==> src/rtl/wb_bus_arbiter.sv <==
// -----------------------------------------------------------------------------
// wb_bus_arbiter
//
// Purpose:
//   Shares one Wishbone slave port between two pipeline masters. m0 is the
//   instruction fetch unit and m1 is the data memory stage. Ownership is
//   granted for whole bus cycles: once a master owns the bus, it keeps the
//   bus until it drops its cyc. The owner's request is routed to the slave,
//   and the slave response is returned only to the owner. The non-owner is
//   held off by its own busy logic, because it never sees an ack.
//
// Configuration:
//   WB_ARB_RR_EN  When defined, simultaneous requests are resolved
//                 round-robin (the master that was not granted last wins).
//                 When undefined, fixed priority is used and m1 (data) wins.
//
// Ports:
//   clk, reset              system clock; asynchronous active-high reset
//   m0_* / m1_*             master-side Wishbone signals
//                           (cyc, stb, we, adr, dat, sel in; ack, dat out)
//   s_*                     slave-side Wishbone signals
//                           (cyc, stb, we, adr, dat, sel out; ack, dat in)
//   grant_o                 one-hot owner: 01 = m0, 10 = m1, 00 = none
//   busy_o                  1 while any master owns the bus
// -----------------------------------------------------------------------------
module wb_bus_arbiter #(
  parameter int ADDR_WIDTH = 32,
  parameter int DATA_WIDTH = 32
) (
  input  logic                    clk,
  input  logic                    reset,
  // fetch master
  input  logic                    m0_cyc_i,
  input  logic                    m0_stb_i,
  input  logic                    m0_we_i,
  input  logic [ADDR_WIDTH-1:0]   m0_adr_i,
  input  logic [DATA_WIDTH-1:0]   m0_dat_i,
  input  logic [DATA_WIDTH/8-1:0] m0_sel_i,
  output logic                    m0_ack_o,
  output logic [DATA_WIDTH-1:0]   m0_dat_o,
  // data-memory master
  input  logic                    m1_cyc_i,
  input  logic                    m1_stb_i,
  input  logic                    m1_we_i,
  input  logic [ADDR_WIDTH-1:0]   m1_adr_i,
  input  logic [DATA_WIDTH-1:0]   m1_dat_i,
  input  logic [DATA_WIDTH/8-1:0] m1_sel_i,
  output logic                    m1_ack_o,
  output logic [DATA_WIDTH-1:0]   m1_dat_o,
  // shared slave
  output logic                    s_cyc_o,
  output logic                    s_stb_o,
  output logic                    s_we_o,
  output logic [ADDR_WIDTH-1:0]   s_adr_o,
  output logic [DATA_WIDTH-1:0]   s_dat_o,
  output logic [DATA_WIDTH/8-1:0] s_sel_o,
  input  logic                    s_ack_i,
  input  logic [DATA_WIDTH-1:0]   s_dat_i,
  // status
  output logic [1:0]              grant_o,
  output logic                    busy_o
);

  // The encoding matches grant_o directly; 2'b11 is unreachable.
  localparam logic [1:0] ST_IDLE   = 2'b00;
  localparam logic [1:0] ST_OWN_M0 = 2'b01;
  localparam logic [1:0] ST_OWN_M1 = 2'b10;

  logic [1:0] state_q, state_d;
  logic [1:0] pick;
  logic       own_m0, own_m1;

  assign own_m0 = (state_q == ST_OWN_M0);
  assign own_m1 = (state_q == ST_OWN_M1);

`ifdef WB_ARB_RR_EN
  // 0 = m0 was granted last, 1 = m1 was granted last.
  logic last_owner_q;
`endif

  // Choose among the current requesters. This result is used only when the
  // bus is free, or when the owner is releasing it at this edge.
  always_comb begin
    // NOTE: every always_comb output gets a default first, so that no path leaves it unassigned and infers a latch.
    pick = ST_IDLE;
    if (m0_cyc_i && m1_cyc_i) begin
`ifdef WB_ARB_RR_EN
      pick = last_owner_q ? ST_OWN_M0 : ST_OWN_M1;
`else
      pick = ST_OWN_M1;
`endif
    end else if (m1_cyc_i) begin
      pick = ST_OWN_M1;
    end else if (m0_cyc_i) begin
      pick = ST_OWN_M0;
    end
  end

  // The owner keeps the grant while its cyc is high. When the owner releases
  // its cyc, the next owner is picked at the same edge, so no idle bubble is
  // inserted during a handoff.
  always_comb begin
    state_d = state_q;
    case (state_q)
      ST_IDLE:   state_d = pick;
      ST_OWN_M0: if (!m0_cyc_i) state_d = pick;
      ST_OWN_M1: if (!m1_cyc_i) state_d = pick;
      default:   state_d = ST_IDLE;
    endcase
  end

  always_ff @(posedge clk or posedge reset) begin
    if (reset) begin
      // NOTE: registered state uses non-blocking assignments, so every flop samples pre-edge values.
      state_q <= ST_IDLE;
    end else begin
      state_q <= state_d;
    end
  end

`ifdef WB_ARB_RR_EN
  always_ff @(posedge clk or posedge reset) begin
    if (reset) begin
      last_owner_q <= 1'b0;
    end else if (state_d != state_q && state_d != ST_IDLE) begin
      last_owner_q <= (state_d == ST_OWN_M1);
    end
  end
`endif

  // Request mux. It depends only on state_q, so a master that drops cyc
  // before its ack removes s_cyc/s_stb in the same cycle. Asserting reset
  // also clears every slave-side output immediately.
  always_comb begin
    s_cyc_o = 1'b0;
    s_stb_o = 1'b0;
    s_we_o  = 1'b0;
    s_adr_o = '0;
    s_dat_o = '0;
    s_sel_o = '0;
    if (own_m0) begin
      s_cyc_o = m0_cyc_i;
      s_stb_o = m0_stb_i;
      s_we_o  = m0_we_i;
      s_adr_o = m0_adr_i;
      s_dat_o = m0_dat_i;
      s_sel_o = m0_sel_i;
    end else if (own_m1) begin
      s_cyc_o = m1_cyc_i;
      s_stb_o = m1_stb_i;
      s_we_o  = m1_we_i;
      s_adr_o = m1_adr_i;
      s_dat_o = m1_dat_i;
      s_sel_o = m1_sel_i;
    end
  end

  // Response mux. An ack that arrives while the bus is idle, for example
  // after an abort, is discarded and is not forwarded to either master.
  assign m0_ack_o = s_ack_i & own_m0;
  assign m1_ack_o = s_ack_i & own_m1;
  assign m0_dat_o = own_m0 ? s_dat_i : '0;
  assign m1_dat_o = own_m1 ? s_dat_i : '0;

  assign grant_o = {own_m1, own_m0};
  assign busy_o  = own_m0 | own_m1;

endmodule

==> config.mk <==
export PLATFORM = sky130hd
export DESIGN_NAME = wb_bus_arbiter
export DESIGN_NICKNAME = d
export VERILOG_FILES = /design/src/rtl/wb_bus_arbiter.sv
export SDC_FILE = /design/constraint.sdc
export NUM_CORES = 1
export LEC_CHECK = 0
export ABC_AREA = 0
export CORE_AREA = 2 2 123 125
export DETAILED_ROUTE_END_ITERATION = 6
export DIE_AREA = 0 0 125 127
export GPL_ROUTABILITY_DRIVEN = 1
export REMOVE_ABC_BUFFERS = 1
export SLEW_MARGIN = 0
export SYNTH_ARGS = -nofsm -noshare
export SYNTH_HDL_FRONTEND = slang
export SYNTH_SLANG_ARGS = --single-unit
==> constraint.sdc <==
create_clock -name clk -period 4.2 [get_ports clk]
set_clock_uncertainty 0.05 [all_clocks]
set_input_delay 1.26 -clock clk [delete_from_list [all_inputs] [get_ports clk]]
set_output_delay 1.26 -clock clk [all_outputs]
set_load 0.01 [all_outputs]
==> results of run 1 <==
## worst max-delay path, stage by stage
cell and delay [ps]:
clkdlybuf4s50_1 530, nand2_1 70, o21ai_0 160, clkdlybuf4s50_1 560
## report_power, final
part | internal [W] | switching [W] | total (W)
logic | 0.000844 | 0.000591 | 0.00144
clock network | 0.000122 | 0.0000265 | 0.000148
registers | 0.0000248 | 0.00000666 | 0.0000315
## cells in the final DEF, fill, tap and decap left out
cell type	instances
o21ai_0	2
buf_12	2
ha_1	3
a32o_1	1
a21o_1	1
inv_1	4
dfrtp_1	2
nand2_1	4
nor4b_1	1
nor2_1	1
nor2b_4	1
buf_4	4
a22o_1	70
and2_1	66
clkdlybuf4s50_1	314
ha_2	1
clkbuf_16	3
## worst max-delay path by stage
| stage | slack, ps | cells past startpoint | endpoint | from |
|---|---|---|---|---|
| final | 310 | 4 | s_cyc_o | m1_cyc_i |
| after global routing | 220 | 4 | s_cyc_o | m1_cyc_i |
| after CTS | 320 | 4 | s_cyc_o | m1_cyc_i |
| after detailed placement | 320 | 4 | s_cyc_o | m1_cyc_i |
| after global placement | 330 | 4 | s_cyc_o | m1_cyc_i |
| after floorplan | -1310 | 3 | s_adr_o[0] | state_q[0] |
## cells by family (layout without fill, tap and decap cells)
family | count (synthesis) | in the layout | synth area share, %
and+or+nand+nor | 73 | 73 | 33.43
buffers and inverters | 29 | 327 | 11.14
adders and majority gates | 4 | 4 | 3.745
AOI/OAI and AO/OA | 74 | 74 | 47.94
DFF | 2 | 2 | 3.745
## metrics by stage
step | setup TNS, ps | worst slack [ps] | instances
final | 0 | 312.9 | 664
after global routing | 0 | 216.0 | 664
after detailed placement | 0 | 317.6 | 661
after CTS | 0 | 317.6 | 664
after floorplan | -90330 | -1309 | 157
after global placement | 0 | 326.3 | 661
## per-layer routing
layer / wire, um / vias to the layer above
met4: 82 / 0
met1: 3927 / 1192
li1: - / 1264
met2: 5817 / 192
met5: 0 / -
met3: 972 / 6
## area by class of cell
cell class	instances	share of cell area, %
flip-flops and latches	2	1.058
inverters	4	0.3174
well taps	184	4.866
repair buffers	320	67.92
clock buffers	3	1.587
multi-input cells	151	24.25
==> metrics.yaml, run 1 <==
status: "finished clean"
first_iter_violations: 31
dieArea_mm2: 0.01588
setup_violations: 0
yosysTopAreaCell: "a22o_1"
endpoint_kind: "primary output"
grt_pass1_vias: 2784
wl_per_cell_um: 16.27
grt_usage_pct: 12.34
period_minus_slack_ps: 3887
start_util_pct: 9.264
dpl-instance-area_mm2: 0.004656
wirelength_mm: 10.80
powerDensity_mw_per_mm2: 341.3
die_x_um: 125
rsz0062_at_grt: "no"
crit_required_ps: 2890
r2r_cells: 5
clk_latency_ps: 230
syn_avg_cell_area_um2: 7.342
multi_input_area_mm2: 0.001147
crit_fanout: 4
viasPerCell: 3.997
use_met3_pct: 2.889
ys_seq_area_share_pct: 3.745
pin_count: 317
min_to: "state_q[1]"
cts_hold_buf: 0
cts_buffers: 3
synth_commonest_cells: "a22o_1 (70), and2_1 (66), buf_2 (14)"
place_congestion: 0.8436
synth_cell_types: 16
dpl.hpwl_mm: 9.430
leakage_nw: 1.807
met2_usage_pct: 24.90
port_buffers: 316
rr_endpoint: "state_q[1]"
grtUsageMet1_pct: 13.17
drv_slew: 0
final_util_pct: 32.80
timing.rr.start: "state_q[1]"
yosysWarnings: 0
grt_pass1_wl_mm: 15.64
netlist_area_mm2: 0.001336
hold_start: "state_q[1]"
largest-register: "state_q"
drive_gt1_share_pct: 2.292
ys_ff_latch: 2
postSynthCellCount: 182
clkTransAtPathRegs_ps: 30
fillers: 1498
critPathKind: "primary input to primary output"
cts_tree: "yes"
grt-busiest-layer: "met2"
clockBufferDepth: 2
fin_area_mm2: 0.004731
nets: 663
worstMarginPinSlew_ps: 364.3
cp-start-kind: "primary input"
die_h_um: 127
min_path_cells: 1
arrival_ps: 2580
max_freq_mhz: 257.3
grt_start_max_net_pins: 77
seqCellArea_um2: 50.05
core-area_mm2: 0.01442
synth_ff_type: "dfrtp_1"
top_regs: "state_q (2)"
ctsRootBufferMaster: "clkbuf_16"
drc_errors: 0
p_total_w: 0.001615
synth_top_cell_area_share_pct: 45.88
syn_to_final_growth_pct: 254.0
synth_edf_count: 0
antenna_found_initial: 0
synth.most_common_cell: "a22o_1"
fin_crit_sh_pct: 92.55
vias: 2654
cts_max_level: 1
hp-class: "register to register"
maxCapViolCount: 0
vdd_drop_max_mv: 0.1397
slew_headroom_pct: 75.71
rows: 44
finalHoldViolCount: 0
holdWs_ps: 517.7
num_antenna_cells: 0
clock-sinks: 2
antenna_left: 0
cts_setup_buffers: 0
largest_reg_flops: 2
rrSetupSlack_ps: 2650
overflow: 0
dr.pass1.iters: 4
ctsResizeCount: 0
synth_area_leaders: "a22o_1 (46%), and2_1 (31%), buf_2 (5.2%), dfrtp_1 (3.7%), ha_1 (3.7%)"
synth-async-reset-ratio_pct: 100.0
Note: power is estimated with default switching activity, not from simulation.
==> run 2: changes to the inputs <==
--- a/config.mk
+++ b/config.mk
@@ -6,10 +6,11 @@
 export NUM_CORES = 1
 export LEC_CHECK = 0
 export ABC_AREA = 0
-export CORE_AREA = 2 2 123 125
+export CORE_AREA = 3 3 121 123
 export DETAILED_ROUTE_END_ITERATION = 6
-export DIE_AREA = 0 0 125 127
+export DIE_AREA = 0 0 124 126
 export GPL_ROUTABILITY_DRIVEN = 1
+export PLACE_DENSITY = 0.55
 export REMOVE_ABC_BUFFERS = 1
 export SLEW_MARGIN = 0
 export SYNTH_ARGS = -nofsm -noshare
==> metrics.yaml, run 2 (synthesis gave the netlist of run 1 again) <==
status: "finished clean"
cp-start-kind: "primary input"
top_regs: "state_q (2)"
arrival_ps: 2560
vias: 2616
setup_violations: 0
finalHoldViolCount: 0
dieArea_mm2: 0.01562
drive_gt1_share_pct: 2.282
p_total_w: 0.001585
rsz0062_at_grt: "no"
syn_to_final_growth_pct: 253.3
fin_crit_sh_pct: 92.19
overflow: 0
tns_ps: 0
hp-class: "register to register"
drv_slew: 0
crit_fanout: 4
dpl.hpwl_mm: 8.797
vdd_drop_max_mv: 0.1474
first_iter_violations: 59
antenna_found_initial: 0
cts_setup_buffers: 0
preCtsSetupSlack_ps: 326.0
ctsResizeCount: 0
worstMarginPinSlew_ps: 439.1
grt_start_max_net_pins: 45
routed.top_layer: "met4"
slew_headroom_pct: 70.73
fillers: 1467
wl_met1_mm: 3.598
ctsRootBufferMaster: "clkbuf_16"
multi_input_area_mm2: 0.001147
leakage_nw: 1.807
dr.pass1.iters: 4
final_util_pct: 34.28
max_freq_mhz: 258.3
layout_common_cells: "clkdlybuf4s50_1 (316), a22o_1 (70), and2_1 (66)"
grt_usage_pct: 11.29
final_common_cell: "clkdlybuf4s50_1"
endpoint_kind: "primary output"
die_x_um: 124
num_antenna_cells: 0
finalWorstSetupSlack_ps: 328.1
wl_per_cell_um: 15.33
core-area_mm2: 0.01377
cts_tree: "yes"
cts_max_level: 1
powerDensity_mw_per_mm2: 335.8
clock-sinks: 2
largest_reg_flops: 2
clkTransAtPathRegs_ps: 30
place_congestion: 0.8351
met2_length_mm: 5.294
port_buffers: 316
rows: 43
cts_buffers: 3
maxCapViolCount: 0
clk_latency_ps: 220
seqCellArea_um2: 50.05
wl_met3_mm: 1.199
critPathKind: "primary input to primary output"
nets: 665
holdWs_ps: 520.7
grt_pass1_vias: 2651
die_h_um: 126
clockBufferDepth: 2
largest-register: "state_q"
crit_required_ps: 2890
cts_hold_buf: 0
start_util_pct: 9.702
viasPerCell: 3.952
wirelength_mm: 10.15
drc_errors: 0
antenna_left: 0
pin_count: 317
period_minus_slack_ps: 3872
grt_pass1_wl_mm: 14.09
[run 2: where the power goes]
part | total [W] | switching (W) | internal [W]
Sequential | 0.0000317 | 0.00000680 | 0.0000249
Clock | 0.000143 | 0.0000223 | 0.000121
Combinational | 0.00141 | 0.000572 | 0.000838
Total | 0.00159 | 0.000601 | 0.000984
[run 2: worst max-delay path, cell delays in order]
cell	delay, ps
clkdlybuf4s50_1	530
nand2_1	60
o21ai_0	150
clkdlybuf4s50_1	560
[run 2: path summary, 6_finish.rpt]
path / startpoint / end / slack (ps) / depth (start not counted)
worst max register to register: state_q[1] / state_q[1] / 2520 / 5
worst max-delay path: m1_cyc_i / s_cyc_o / 330 / 4
min in group asynchronous: reset / state_q[0] / 1160 / 2
worst min-delay path: state_q[1] / state_q[1] / 520 / 1
worst min register to register: state_q[1] / state_q[1] / 520 / 1
max in group asynchronous: reset / state_q[1] / 2830 / 2
[run 2: final cells by class]
type | count | share of cell area (%)
Multi-Input combinational cell | 151 | 24.30
Timing Repair Buffer | 322 | 67.96
Tap cell | 180 | 4.771
Sequential cell | 2 | 1.060
Clock buffer | 3 | 1.590
Inverter | 4 | 0.3180
[run 2: metal layers]
metal / vias up / track usage [%]
met3: 6 / 3.637
met2: 171 / 21.89
met4: 0 / 1.611
li1: 1268 / -
met5: - / 0
met1: 1171 / 11.89
[run 2: stage by stage]
| step | cells | instance area (um2) |
|---|---|---|
| global placement | 659 | 4646 |
| detailed placement | 659 | 4646 |
| finish | 662 | 4721 |
| global route | 662 | 4721 |
| floorplan | 157 | 1202 |
| CTS | 662 | 4721 |
==> run 3: changes to the inputs <==
--- a/config.mk
+++ b/config.mk
@@ -5,12 +5,12 @@
 export SDC_FILE = /design/constraint.sdc
 export NUM_CORES = 1
 export LEC_CHECK = 0
-export ABC_AREA = 0
-export CORE_AREA = 3 3 121 123
+export ABC_AREA = 1
+export CORE_AREA = 2 2 121 123
 export DETAILED_ROUTE_END_ITERATION = 6
-export DIE_AREA = 0 0 124 126
+export DIE_AREA = 0 0 123 125
 export GPL_ROUTABILITY_DRIVEN = 1
-export PLACE_DENSITY = 0.55
+export PLACE_DENSITY = 0.58
 export REMOVE_ABC_BUFFERS = 1
 export SLEW_MARGIN = 0
 export SYNTH_ARGS = -nofsm -noshare
==> metrics.yaml, run 3 <==
status: "finished clean"
path_delay_family: "buffers and inverters"
clockBufferDepth: 2
first_iter_violations: 98
slew_headroom_pct: 76.79
die_h_um: 125
synth-async-reset-ratio_pct: 100.0
synth_edf_count: 0
critPathKind: "primary input to primary output"
largest_reg_flops: 2
synth_top_cell_area_share_pct: 45.10
crit_fanout: 3
holdWs_ps: 554.4
cp-start-kind: "primary input"
syn_to_final_growth_pct: 188.9
ctsRootBufferMaster: "clkbuf_16"
dieArea_mm2: 0.01538
synth_ff_type: "dfrtp_1"
crit_required_ps: 2890
rrSetupSlack_ps: 2530
rows: 44
place_congestion: 0.7079
port_buffers: 316
yosysTopAreaCell: "nand2_1"
grt_usage_pct: 12.71
ys_ff_latch: 2
postSynthCellCount: 398
final_util_pct: 36.06
syn_avg_cell_area_um2: 4.455
rsz0062_at_grt: "no"
endpoint_kind: "primary output"
clk_latency_ps: 220
maxCapViolCount: 0
cts_hold_buf: 0
clock-sinks: 2
antenna_found_initial: 0
drv_slew: 0
synth.most_common_cell: "nand2_1"
num_antenna_cells: 0
overflow: 0
clkTransAtPathRegs_ps: 30
drc_errors: 0
synth_cell_types: 11
vdd_drop_max_mv: 0.1065
fin_crit_sh_pct: 93.69
arrival_ps: 2620
cp_cell_sequence: "clkdlybuf4s50_1, nand2_1, o21ai_0, clkdlybuf4s50_1"
cpMostUsedCell: "clkdlybuf4s50_1"
worstMarginPinSlew_ps: 348.2
hp-class: "register to register"
r2r_cells: 6
pin_count: 317
final_common_cell: "clkdlybuf4s50_1"
cts_tree: "yes"
viasPerCell: 3.772
path_buf_inv: 2
cts_setup_buffers: 0
ys_seq_area_share_pct: 2.823
drive_gt1_share_pct: 2.023
core-area_mm2: 0.01420
synth_commonest_cells: "nand2_1 (213), inv_1 (71), nand3_1 (70)"
powerDensity_mw_per_mm2: 273.3
setup_violations: 0
antenna_left: 0
start_util_pct: 12.48
period_minus_slack_ps: 3935
largest-register: "state_q"
nets: 875
grt_pass1_vias: 3136
grt_pass1_wl_mm: 15.96
critical_path.endpoint: "s_cyc_o"
timing.rr.start: "state_q[0]"
vias: 3304
cpMaxStageDelayCell: "clkdlybuf4s50_1"
rr_endpoint: "state_q[0]"
top_regs: "state_q (2)"
slowest_delay_ps: 580
critPathLaunch: "m1_cyc_i"
cts_max_level: 1
finalHoldViolCount: 0
synth_area_leaders: "nand2_1 (45%), nand3_1 (20%), inv_1 (15%), buf_4 (5.9%), buf_2 (4.0%)"
wl_per_cell_um: 12.36
wirelength_mm: 10.83
hold_start: "state_q[1]"
die_x_um: 123
tns_ps: 0
layout_common_cells: "clkdlybuf4s50_1 (316), nand2_1 (213), inv_1 (71)"
path_depth: 4
max_freq_mhz: 254.1
leakage_nw: 2.637
netlist_area_mm2: 0.001773
cts_buffers: 3
ctsResizeCount: 0
grt_start_max_net_pins: 55
dr.pass1.iters: 4
dpl.hpwl_mm: 9.039
yosysWarnings: 0
## run 3: cell count changes in the layout (fill, tap and decap cells not counted), sizes merged, moves of 2 or more
cell	previous run	this run
and2	66	0
nand2	4	213
inv	4	72
buf	6	8
nand3	0	70
a22o	70	0
## run 3: final cells by class
cell class	instances	area, um2
well taps	184	230.2
repair buffers	324	3261
inverters	72	272.8
clock buffers	3	75.07
fillers	1535	9081
flip-flops and latches	2	50.05
multi-input cells	291	1234
## run 3: worst min-delay path by stage
stage,endpoint,slack [ps],cells past startpoint
4_1_cts,state_q[1],560,2
5_1_grt,state_q[0],610,2
2_1_floorplan,state_q[1],450,2
3_5_place_dp,state_q[1],550,2
3_3_place_gp,state_q[0],530,2
6_report,state_q[1],550,2
## run 3: per-layer routing
metal | GRT usage [%] | share of wire (%) | wire [um] | up-vias
li1 | - | - | - | 1757
met1 | 15.02 | 40 | 4317 | 1355
met2 | 23.66 | 48 | 5251 | 186
met3 | 3.057 | 11 | 1207 | 6
met4 | 1.337 | 0.49 | 53 | 0
met5 | 0 | 0 | 0 | -
## run 3: cells by family after synthesis
family / synth area share (%)
compound gates: 0.8466
fa+ha+maj: 2.823
buf+inv: 28.44
flops: 2.823
simple gates: 65.07
## run 3: where the power goes
group / total [W] / switching [W] / internal, W
clock network: 0.000144 / 0.0000228 / 0.000121
registers: 0.0000304 / 0.00000688 / 0.0000235
logic: 0.00123 / 0.000557 / 0.000669
total: 0.00140 / 0.000586 / 0.000813
## run 3: worst min-delay path: cells and delay by family (launching register included)
family             cells  cell delay, ps
DFF                    1             430
and+or+nand+nor        1              70
AOI/OAI and AO/OA      1              70
## run 3: metrics by stage
| stage | std cells | total power [W] | cell area (um2) | setup WS, ps |
|---|---|---|---|---|
| 4_1_cts | 876 | 0.001427 | 5122 | 270.6 |
| 6_report | 876 | 0.001400 | 5122 | 265.1 |
| 5_1_grt | 876 | 0.001516 | 5122 | 205.1 |
| 3_3_place_gp | 873 | 0.001275 | 5047 | 255.5 |
| 3_5_place_dp | 873 | 0.001275 | 5047 | 286.0 |
| 2_1_floorplan | 365 | 0.0004870 | 1541 | 6.028 |
